**src/rtl/mem_access_pkg.sv**
```systemverilog
// Shared encodings for the core-to-memory initiator and its lane aligner.
package mem_access_pkg;

  localparam logic [1:0] SZ_B = 2'd0;
  localparam logic [1:0] SZ_H = 2'd1;
  localparam logic [1:0] SZ_W = 2'd2;
  localparam logic [1:0] SZ_X = 2'd3;

  localparam logic [3:0] WMASK_B = 4'h1;
  localparam logic [3:0] WMASK_H = 4'h3;
  localparam logic [3:0] WMASK_W = 4'hF;

  typedef enum logic [1:0] {IDLE, ACCESS, RESP} state_e;

  typedef struct packed {
    logic        wen;
    logic [31:0] addr;
    logic [31:0] wdata;
    logic [1:0]  size;
    logic        sgn;
  } mreq_t;

  // Illegal size always errors; alignment only matters when checking is enabled.
  function automatic logic req_is_err(input logic [1:0] size, input logic [1:0] off,
                                      input logic chk_align);
    logic mis;
    mis = ((size == SZ_H) && off[0]) || ((size == SZ_W) && (off != 2'd0));
    return (size == SZ_X) || (chk_align && mis);
  endfunction

endpackage

```
**src/rtl/mem_lane_align.sv**
```systemverilog
// Byte-lane steering: store shift/mask and load extract/extend. Purely combinational.
module mem_lane_align
  import mem_access_pkg::*;
(
  input  logic [1:0]  i_off,
  input  logic [1:0]  i_size,
  input  logic        i_signed,
  input  logic [31:0] i_wdata,
  input  logic [31:0] i_rdata,
  output logic [31:0] o_wdata,
  output logic [3:0]  o_wmask,
  output logic [31:0] o_rdata
);

  logic [4:0]  w_sh;
  logic [31:0] w_rsh;

  assign w_sh  = {i_off, 3'b000};
  assign w_rsh = i_rdata >> w_sh;

  // Store side: data moves up by the byte offset; mask bits past lane 3 fall off.
  always_comb begin
    o_wdata = i_wdata << w_sh;
    o_wmask = 4'h0;
    case (i_size)
      SZ_B:    o_wmask = WMASK_B << i_off;
      SZ_H:    o_wmask = WMASK_H << i_off;
      SZ_W:    o_wmask = WMASK_W;
      default: o_wmask = 4'h0;
    endcase
  end

  // Load side: bring the addressed lane down, then zero- or sign-extend.
  always_comb begin
    o_rdata = 32'h0;
    case (i_size)
      SZ_B:    o_rdata = {{24{i_signed & w_rsh[7]}},  w_rsh[7:0]};
      SZ_H:    o_rdata = {{16{i_signed & w_rsh[15]}}, w_rsh[15:0]};
      SZ_W:    o_rdata = w_rsh;
      default: o_rdata = 32'h0;
    endcase
  end

endmodule

```
**src/rtl/mem_access_unit.sv**
```systemverilog
// Core-to-memory initiator: one outstanding load/store, word-aligned memory port.
module mem_access_unit
  import mem_access_pkg::*;
#(
  parameter int unsigned MEM_LAT     = 1,
  parameter bit          CHECK_ALIGN = 1'b1
) (
  input  logic        clk,
  input  logic        rst,
  input  logic        req_valid,
  output logic        req_ready,
  input  logic        req_wen,
  input  logic [31:0] req_addr,
  input  logic [31:0] req_wdata,
  input  logic [1:0]  req_size,
  input  logic        req_signed,
  output logic        resp_valid,
  input  logic        resp_ready,
  output logic [31:0] resp_rdata,
  output logic        resp_err,
  output logic        mem_valid,
  output logic        mem_wen,
  output logic [31:0] mem_raddr,
  output logic [31:0] mem_waddr,
  output logic [31:0] mem_wdata,
  output logic [7:0]  mem_wmask,
  input  logic [31:0] mem_rdata
);

  localparam logic [3:0] LAT_M1 = 4'(MEM_LAT - 1);

  state_e      r_state, w_state_nxt;
  mreq_t       r_req;
  logic [3:0]  r_cnt;
  logic        r_first;
  logic        r_err;
  logic [31:0] r_rdata;

  logic        w_accept;
  logic        w_err;
  logic        w_in_access;
  logic [31:0] w_st_data;
  logic [3:0]  w_st_mask;
  logic [31:0] w_ld_data;

  assign w_err       = req_is_err(req_size, req_addr[1:0], CHECK_ALIGN);
  assign w_in_access = (r_state == ACCESS);

  mem_lane_align u_align (
    .i_off    (r_req.addr[1:0]),
    .i_size   (r_req.size),
    .i_signed (r_req.sgn),
    .i_wdata  (r_req.wdata),
    .i_rdata  (mem_rdata),
    .o_wdata  (w_st_data),
    .o_wmask  (w_st_mask),
    .o_rdata  (w_ld_data)
  );

  // State register.
  always_ff @(posedge clk) begin
    if (rst) r_state <= IDLE;
    else     r_state <= w_state_nxt;
  end

  // Request latch, latency counter and captured load result.
  always_ff @(posedge clk) begin
    if (rst) begin
      r_req   <= '0;
      r_cnt   <= 4'd0;
      r_first <= 1'b0;
      r_err   <= 1'b0;
      r_rdata <= 32'h0;
    end else if (w_accept) begin
      r_req   <= '{wen: req_wen, addr: req_addr, wdata: req_wdata,
                   size: req_size, sgn: req_signed};
      r_cnt   <= LAT_M1;
      r_first <= 1'b1;
      r_err   <= w_err;
      r_rdata <= 32'h0;
    end else if (w_in_access) begin
      r_first <= 1'b0;
      if (r_cnt != 4'd0)   r_cnt   <= r_cnt - 4'd1;
      else if (!r_req.wen) r_rdata <= w_ld_data;
    end
  end

  // Next state and handshake/strobe outputs.
  always_comb begin
    w_state_nxt = r_state;
    w_accept    = 1'b0;
    req_ready   = 1'b0;
    resp_valid  = 1'b0;
    mem_valid   = 1'b0;
    mem_wen     = 1'b0;
    case (r_state)
      IDLE: begin
        req_ready = 1'b1;
        if (req_valid) begin
          w_accept    = 1'b1;
          w_state_nxt = w_err ? RESP : ACCESS;
        end
      end
      ACCESS: begin
        mem_valid = 1'b1;
        // Single write strobe so the responder commits the store exactly once.
        mem_wen   = r_req.wen & r_first;
        if (r_cnt == 4'd0) w_state_nxt = RESP;
      end
      RESP: begin
        resp_valid = 1'b1;
        if (resp_ready) w_state_nxt = IDLE;
      end
      default: w_state_nxt = IDLE;
    endcase
  end

  // Address/data busses are only non-zero while an access is in flight.
  assign mem_raddr  = w_in_access ? {r_req.addr[31:2], 2'b00} : 32'h0;
  assign mem_waddr  = w_in_access ? {r_req.addr[31:2], 2'b00} : 32'h0;
  assign mem_wdata  = w_in_access ? w_st_data : 32'h0;
  assign mem_wmask  = w_in_access ? {4'h0, w_st_mask} : 8'h0;
  assign resp_rdata = (r_state == RESP) ? r_rdata : 32'h0;
  assign resp_err   = (r_state == RESP) & r_err;

endmodule

```
**config.mk**
```make
export PLATFORM = sky130hd
export DESIGN_NAME = mem_access_unit
export DESIGN_NICKNAME = d
export VERILOG_FILES = /design/src/rtl/mem_access_pkg.sv /design/src/rtl/mem_lane_align.sv /design/src/rtl/mem_access_unit.sv
export SDC_FILE = /design/constraint.sdc
export NUM_CORES = 1
export LEC_CHECK = 0
export ABC_CLOCK_PERIOD_IN_PS = 3150
export BUFFER_PORTS_ARGS = -buffer_cell sky130_fd_sc_hd__buf_2
export CORE_MARGIN = 5
export CORE_UTILIZATION = 53
export CTS_CLUSTER_DIAMETER = 50
export DETAILED_ROUTE_END_ITERATION = 8
export PLACE_DENSITY = 0.86
export SLEW_MARGIN = 10
export SYNTH_ARGS = -nofsm -noshare
export SYNTH_HDL_FRONTEND = slang
export SYNTH_HIERARCHICAL = 1
export SYNTH_SLANG_ARGS = --single-unit
export TNS_END_PERCENT = 1
```
**constraint.sdc**
```tcl
create_clock -name clk -period 3.15 [get_ports clk]
set_input_delay 0.315 -clock clk [delete_from_list [all_inputs] [get_ports clk]]
set_output_delay 0.315 -clock clk [all_outputs]
set_load 0.03 [all_outputs]
```
; ---- Word-level counts from Yosys, hierarchy flattened
; Index checks and enable logic that the tools add are counted.
[word_totals]
regBits = 108
in_bits = 104
output_inout_bits = 141
word_cells = 64
[op_classes]
addsub = 1
n_eq_ne = 10
shifts = 4
n_mux = 19
bitwise_logic = 6
n_reduce_logical = 14
[ops]
columns = op, n
row1 = $mux W32, 3
row2 = $pmux W32 S3, 1
row3 = $shl A32 B5 Y32, 1
row4 = $shr A32 B5 Y32, 1
row5 = $pmux W4 S3, 1
row6 = $eq A2 B2 Y1 const B, 4
row7 = $mux W1, 8
row8 = $mux W2, 4
row9 = $eq A2 B1 Y1 const B, 3
row10 = $pmux W2 S3, 1
row11 = $reduce_and A3 Y1, 2
row12 = $and A1 B1 Y1, 4
row13 = $logic_not A2 Y1, 2
row14 = $logic_not A4 Y1, 1
row15 = $mux W4, 1
row16 = $ne A2 B2 Y1 const B, 2
row17 = $reduce_bool A2 Y1, 2
row18 = $reduce_bool A4 Y1, 1
row19 = $shl A1 B2 Y4 const A, 1
row20 = $shl A2 B2 Y4 const A, 1
row21 = $sub A4 B1 Y4 const B, 1
row22 = $logic_and A1 B1 Y1, 2
row23 = $logic_or A1 B1 Y1, 2
row24 = $ne A2 B1 Y1 const B, 1
row25 = 3 further kinds, 4

; ---- Depth between registers and ports, before layout
; Gate-level depths: netlist of the first run.
[depth]
depth_word = 7
depth_mapped = 7
ltp_nobuf = 5

; ---- Hierarchy
; Netlist of the first run, hierarchy kept.
[by_module_without_submodules]
columns = mod, instances, cells_per_inst, area_each_um2
row1 = mem_access_unit, 1, 641, 4872.2
row2 = mem_lane_align, 1, 197, 1327.5

; ---- Worst setup path before layout of the first run
; OpenSTA, ideal clock, no wires.
[synth_timing]
path_type = reg2out
startpoint = reg r_req[36] in the netlist's numbering
endpoint = out mem_wdata[16]
arrival_time_ns = 1.561
required_time_ns = 2.835
slack_ns = 1.274
path_stages_with_launch = 7
path_buffers = 3
cell_sequence = dfxtp_1 > buf_2 > buf_2 > buf_2 > mux2i_1 > o21ai_0 > and2_1
[synth_via]
elab_chain_cells = 2
[synth_rtl]
columns = item, line_no
row1 = from (decl), mem_access_unit.sv:33  ; mreq_t r_req;
row2 = from (signal assigned), mem_access_unit.sv:75  ; r_req <= '{wen: req_wen, addr: req_addr, wdata: req_wdata,
row3 = $shl A32 B5 Y32, mem_lane_align.sv:23  ; o_wdata = i_wdata << w_sh;
row4 = net w_st_data[16], mem_access_unit.sv:42  ; logic [31:0] w_st_data;
row5 = $mux W32, mem_access_unit.sv:121  ; assign mem_wdata = w_in_access ? w_st_data : 32'h0;
row6 = to (decl), mem_access_unit.sv:25  ; output logic [31:0] mem_wdata,
; The timed path passes the listed nets, and every way through them passes these cells.

; ---- Final worst setup path of the first run
[layout_timing]
startpoint = reg r_req[36] in the netlist's numbering
endpoint = out mem_wdata[1]
; The elaborated chain is that of the path after synthesis.

==> flow_summary.yaml, run 1 <==
run_status:
  status: "complete, no violations"
critical_path:
  path_max_fanout: 59
  worst_r2r_path_depth: 5
  path_class: "reg -> out"
  endpoint_kind: "primary output"
  cp.arrival_ns: 2.23
  cp-start-kind: "flop"
  cp.required_ns: 2.83
sta:
  max_slew_margin_pct: 49.28
  grt_setup_unrepaired: "no"
  timing.final.crit_period_ns: 2.547
  setup_viol: 0
  min_period_over_period_pct: 80.87
  final.setup_skew_ns: 0.006906
  fin_setup_tns_ns: 0
  hold_viol_final: 0
  max_freq_mhz: 392.6
  worst_pin_slew_ns: 0.7608
  drv_slew: 0
logic_synthesis:
  yosysUniqueCellTypes: 43
  synth_cells: 838
  avgSynthCellArea_um2: 7.398
  yosys-top-cells-area: "dfxtp_1, and2_1, a21oi_1, nand2_1, mux2i_1"
  synthesis.area_um2: 6200
  synth_area_leader_cell: "dfxtp_1"
  yosys_warnings: 6
  seq_area_frac_synth_pct: 34.87
  synth-seq-cells: 108
  synth_top_area_share_pct: 34.87
worst_hold_path:
  hold_class: "in -> reg"
  min_path_cells: 3
floorplan:
  rows: 39
  initial_core_util_pct: 54.30
  dieArea_um2: 13960
  ios: 245
  die_h_um: 118.2
  core-area_um2: 11420
  die_w_um: 118.2
global_route:
  grt-ovfl-total: 0
  grt_usage_pct: 24.72
  grt_pass1_wl_mm: 29.10
  antenna_found_initial: 2
  grt_pass1_vias: 5725
  grt_max_degree: 73
clock_tree:
  clk_latency_ns: 0.34
  post_cts_buffers: 0
  cts_root_buf: "clkbuf_16"
  clk_pin_slew_ns: 0.07
  cts_tree: "built"
  ctsHoldBuffers: 0
  clock_path_buffers: 2
  cts_made_buffers: 9
  cts-htree-levels: 3
  cts_resized: 0
  clock_sinks: 108
layout:
  area_growth_pct: 19.84
  register_area_um2: 2165
  multi_input_area_um2: 3455
  antenna_cells: 0
  nFillCells: 1075
  drive_above_1_share_pct: 27.87
  finalNetCount: 1101
  fin_util_pct: 65.07
flow_run:
  maxCapViolCount: 0
detailed_routing:
  vias: 6296
  wl_mm: 18.20
  postRouteAntennaNets: 0
  drc_errors: 0
  drtIter0Drc: 623
  via_per_inst: 5.503
  wl_per_cell_um: 15.91
  first_pass_iters: 6
pwr:
  p_total_w: 0.003257
  p_per_area_nw_per_um2: 438.4
  vdd_drop_max_mv: 0.2428
  cellLeakagePower_nw: 3.387
placed_design:
  port_buffers: 236
  gp_congestion: 0.9194
  dpl.hpwl_mm: 12.91
## cell type report
class	instances	share of cell area, %
clock inverter	4	0.6399
clock buffer	12	3.452
sequential	108	29.13
multi-input combinational	618	46.50
timing repair buffer	252	17.51
tap	143	2.408
inverter	7	0.3537
## where the power goes
part / internal (W) / switching, W
sequential: 0.00144 / 0.0000588
clock: 0.000658 / 0.000488
combinational: 0.000229 / 0.000387
## per-stage QoR
| step | cell area, um^2 | setup slack, ns | std cells | hold WS [ns] |
|---|---|---|---|---|
| 5_1_grt | 7430 | 0.4389 | 1144 | 0.1957 |
| 3_5_place_dp | 7126 | 0.9745 | 1128 | 0.4418 |
| 3_3_place_gp | 7126 | 0.9679 | 1128 | 0.4365 |
| 4_1_cts | 7430 | 0.5978 | 1144 | 0.1963 |
| 2_1_floorplan | 6226 | 1.274 | 845 | 0.4317 |
| 6_report | 7430 | 0.6026 | 1144 | 0.2076 |
## critical path, stage by stage (launching register included)
cell and delay, ns:
dfxtp_2 0.42, buf_4 0.57, nor2_1 0.32, and2_1 0.27
and2_1 0.13, buf_2 0.17
## registers in the layout, summed over array words and instances (netlist names)
register	flops
r_first	1
r_cnt	4
r_state	2
r_rdata	32
r_req	68
r_err	1
## placed cells by master, fill, tap and decap left out, types with 2 or more instances in the layout
master     instances
o21ai_1            3
nand2b_1           3
and3b_1            2
buf_4             16
clkbuf_16          9
a2bb2oi_1          7
and2_1           108
mux2i_1           32
nand2_1          154
o21ai_0           57
a211oi_1          22
nor3b_2            2
buf_2            236
dfxtp_2            2
nor3_1             3
or3_1              2
or3b_2             3
dfxtp_1          106
nand3_1           34
inv_1              6
o22ai_1            8
nor2b_1           19
nor2_1            14
a21oi_1          120
clkbuf_8           2
conb_1             8
clkinv_2           2
## kinds of logic after synthesis
| logic type | count (synthesis) | share of synthesized area (%) |
|---|---|---|
| DFF | 108 | 34.87 |
| and+or+nand+nor | 350 | 28.50 |
| adders and majority gates | 1 | 0.2018 |
| buffers and inverters | 119 | 10.01 |
| muxes | 35 | 6.135 |
| other | 1 | 0.06049 |
| AOI/OAI and AO/OA | 223 | 20.08 |
| xor gates and xnor gates | 1 | 0.1413 |
## per-layer routing
metal  track usage [%]  up-vias  part of all wire (%)
li1                  -     3097                     -
met1             30.93     2834                    40
met2             40.19      322                    47
met3             7.832       39                    10
met4             8.674        4                   2.8
met5                 0        -                  0.14
## final timing paths
check | from | to | slack [ns]
min reg2reg | r_req[37]$_SDFFE_PP0P_ | r_req[37]$_SDFFE_PP0P_ | 0.45
min | req_wdata[5] | r_req[8]$_SDFFE_PP0P_ | 0.21
max reg2reg | r_req[35]$_SDFFE_PP0P_ | r_rdata[24]$_SDFFE_PP0P_ | 0.95
max | r_req[36]$_SDFFE_PP0P_ | mem_wdata[1] | 0.60
## Yosys cell counts (all sizes together)
| cell | number |
|---|---|
| xnor2 | 1 |
| nor2b | 19 |
| inv | 7 |
| clkbuf | 53 |
| o21ai | 60 |
| mux2 | 1 |
| nand4b | 1 |
| nor3 | 3 |
| o22ai | 8 |
| nand2b | 3 |
| a211oi | 22 |
| ha | 1 |
| nor3b | 3 |
| a21oi | 120 |
| o41ai | 1 |
| and2 | 108 |
| nor2 | 14 |
| mux4 | 2 |
| nor4b | 1 |
| and3 | 1 |
| o21bai | 1 |
| a2bb2oi | 7 |
| or3b | 4 |
| and3b | 2 |
| or3 | 2 |
| a311oi | 1 |
| nand3 | 34 |
| o21a | 1 |
| buf | 59 |
| dfxtp | 108 |
| conb | 1 |
| nand2 | 154 |
| mux2i | 32 |
| and4b | 1 |
| a221oi | 2 |
No activity file was read; power rests on OpenSTA's default activity.
==> run 2, diff against run 1 <==
- ABC_CLOCK_PERIOD_IN_PS: 3150 -> 2300
- CORE_UTILIZATION: 53 -> 45
- PLACE_DENSITY: 0.86 -> 0.78
- clock period: 3.15 -> 2.3 ns (I/O delays scaled with it)
==> flow_summary.yaml, run 2 (same netlist as run 1, synthesis figures left out) <==
detailed_routing:
  drc_errors: 0
  postRouteAntennaNets: 0
  first_pass_iters: 7
  wl_per_cell_um: 15.95
  vias: 6289
  drtIter0Drc: 545
  wl_mm: 18.87
  via_per_inst: 5.316
clock_tree:
  cts_made_buffers: 9
  clk_pin_slew_ns: 0.07
  ctsHoldBuffers: 0
  cts_tree: "built"
  clk_latency_ns: 0.35
  clock_sinks: 108
  cts-htree-levels: 3
  cts_root_buf: "clkbuf_16"
  clock_path_buffers: 2
floorplan:
  dieArea_um2: 16220
  die_h_um: 127.4
  initial_core_util_pct: 46.27
  die_w_um: 127.4
  core-area_um2: 13400
  ios: 245
  rows: 42
sta:
  final.setup_skew_ns: 0.008161
  worst_pin_slew_ns: 0.6640
  max_slew_margin_pct: 55.62
  setup_viol: 0
  fin_setup_tns_ns: 0
  min_period_over_period_pct: 92.58
  max_freq_mhz: 469.6
  hold_viol_final: 0
  grt_setup_unrepaired: "no"
  drv_slew: 0
  timing.final.crit_period_ns: 2.129
worst_hold_path:
  hold_class: "in -> reg"
critical_path:
  critPathCapture: "mem_wmask[0]"
  regToRegEndpoint: "r_rdata[17]$_SDFFE_PP0P_"
  r2r_slack_ns: 0.18
  path_max_fanout: 38
  cp.arrival_ns: 1.90
  cp.required_ns: 2.07
  startpoint: "r_state[0]$_SDFFE_PP0P_"
  path_class: "reg -> out"
  worst_r2r_path_depth: 5
  endpoint_kind: "primary output"
  cp-start-kind: "flop"
  r2r-start: "r_req[36]$_SDFFE_PP0P_"
pwr:
  vdd_drop_max_mv: 0.4774
  p_per_area_nw_per_um2: 608.6
  cellLeakagePower_nw: 3.435
  p_total_w: 0.004618
layout:
  fin_util_pct: 56.63
  design_area_um2: 7589
  largest_reg_flops: 68
  final_common_cell: "buf_2"
  finalNetCount: 1106
  top_regs: "r_req x68, r_rdata x32, r_cnt x4"
  mostFrequentLayoutCells: "buf_2, nand2_1, a21oi_1"
  top_register: "r_req"
  nFillCells: 1321
  area_growth_pct: 22.40
  drive_above_1_share_pct: 28.33
placed_design:
  gp_congestion: 0.8655
  dpl.hpwl_mm: 13.56
  port_buffers: 236
  place_area_um2: 7254
run_status:
  status: "complete, no violations"
global_route:
  grt_pass1_wl_mm: 29.57
  grt-ovfl-total: 0
  grt_usage_pct: 22.33
  antenna_found_initial: 1
  grt_max_degree: 62
  grt_pass1_vias: 5802
flow_run:
  maxCapViolCount: 0
run 2: cell types whose count changed in the layout (fill, tap and decap cells not counted), sizes merged:
| cell | change |
|---|---|
| clkbuf | -2 |
| diode | +1 |
| inv | +3 |
| buf | +5 |
| bufinv | +1 |
| clkinv | -2 |
run 2: layout make-up:
| cell class | count | area, um^2 | area share (%) |
|---|---|---|---|
| Antenna cell | 1 | 2.502 | 0.03298 |
| Clock buffer | 10 | 229.0 | 3.017 |
| Clock inverter | 6 | 93.84 | 1.237 |
| Inverter | 7 | 31.28 | 0.4122 |
| Multi-Input combinational cell | 618 | 3455 | 45.52 |
| Sequential cell | 108 | 2165 | 28.52 |
| Tap cell | 176 | 220.2 | 2.902 |
| Timing Repair Buffer | 257 | 1393 | 18.35 |
run 2: stage by stage:
| step | cells | setup slack [ns] | hold slack [ns] |
|---|---|---|---|
| floorplan | 845 | 0.5088 | 0.3660 |
| global placement | 1166 | 0.2576 | 0.4367 |
| detailed placement | 1166 | 0.1964 | 0.4418 |
| CTS | 1182 | 0.03750 | 0.08889 |
| global route | 1182 | 0.005938 | 0.09132 |
| finish | 1183 | 0.1707 | 0.1039 |
run 2: how the worst min path moves through the flow:
stage	from	endpoint	slack (ns)	cells past startpoint
finish	req_addr[8]	r_req[43]$_SDFFE_PP0P_	0.10	3
CTS	req_addr[21]	r_req[56]$_SDFFE_PP0P_	0.09	3
global placement	r_req[65]$_SDFFE_PP0P_	r_req[65]$_SDFFE_PP0P_	0.44	2
detailed placement	r_req[56]$_SDFFE_PP0P_	r_req[56]$_SDFFE_PP0P_	0.44	2
floorplan	req_wdata[24]	r_req[27]$_SDFFE_PP0P_	0.37	2
global route	req_addr[21]	r_req[56]$_SDFFE_PP0P_	0.09	3
run 2: what timing repair did:
item                       4_1_cts  5_1_grt
buffers inserted                 0        0
resized for setup                0        4
setup endpoints to repair        0       51
run 2: report_power, final:
group	internal [W]	total (W)	switching, W	leakage, nW
combinational	0.000331	0.000883	0.000552	2.40
sequential	0.00197	0.00204	0.0000724	0.883
clock	0.000966	0.00170	0.000731	0.154
total	0.00326	0.00462	0.00135	3.43
run 2: worst max-delay path, stage by stage, from the launching register on:
cell	delay (ns)
dfxtp_1	0.47
nand2b_1	0.26
inv_6	0.22
buf_12	0.20
and2_1	0.18
buf_2	0.21
run 2: per-layer routing:
metal  vias to the layer above  track usage (%)  routed length, um
met5                         -                0                 13
met1                      2864            28.46               7924
li1                       3102                -                  -
met2                       291            36.92               8847
met3                        30            6.177               1709
met4                         2            6.688                379
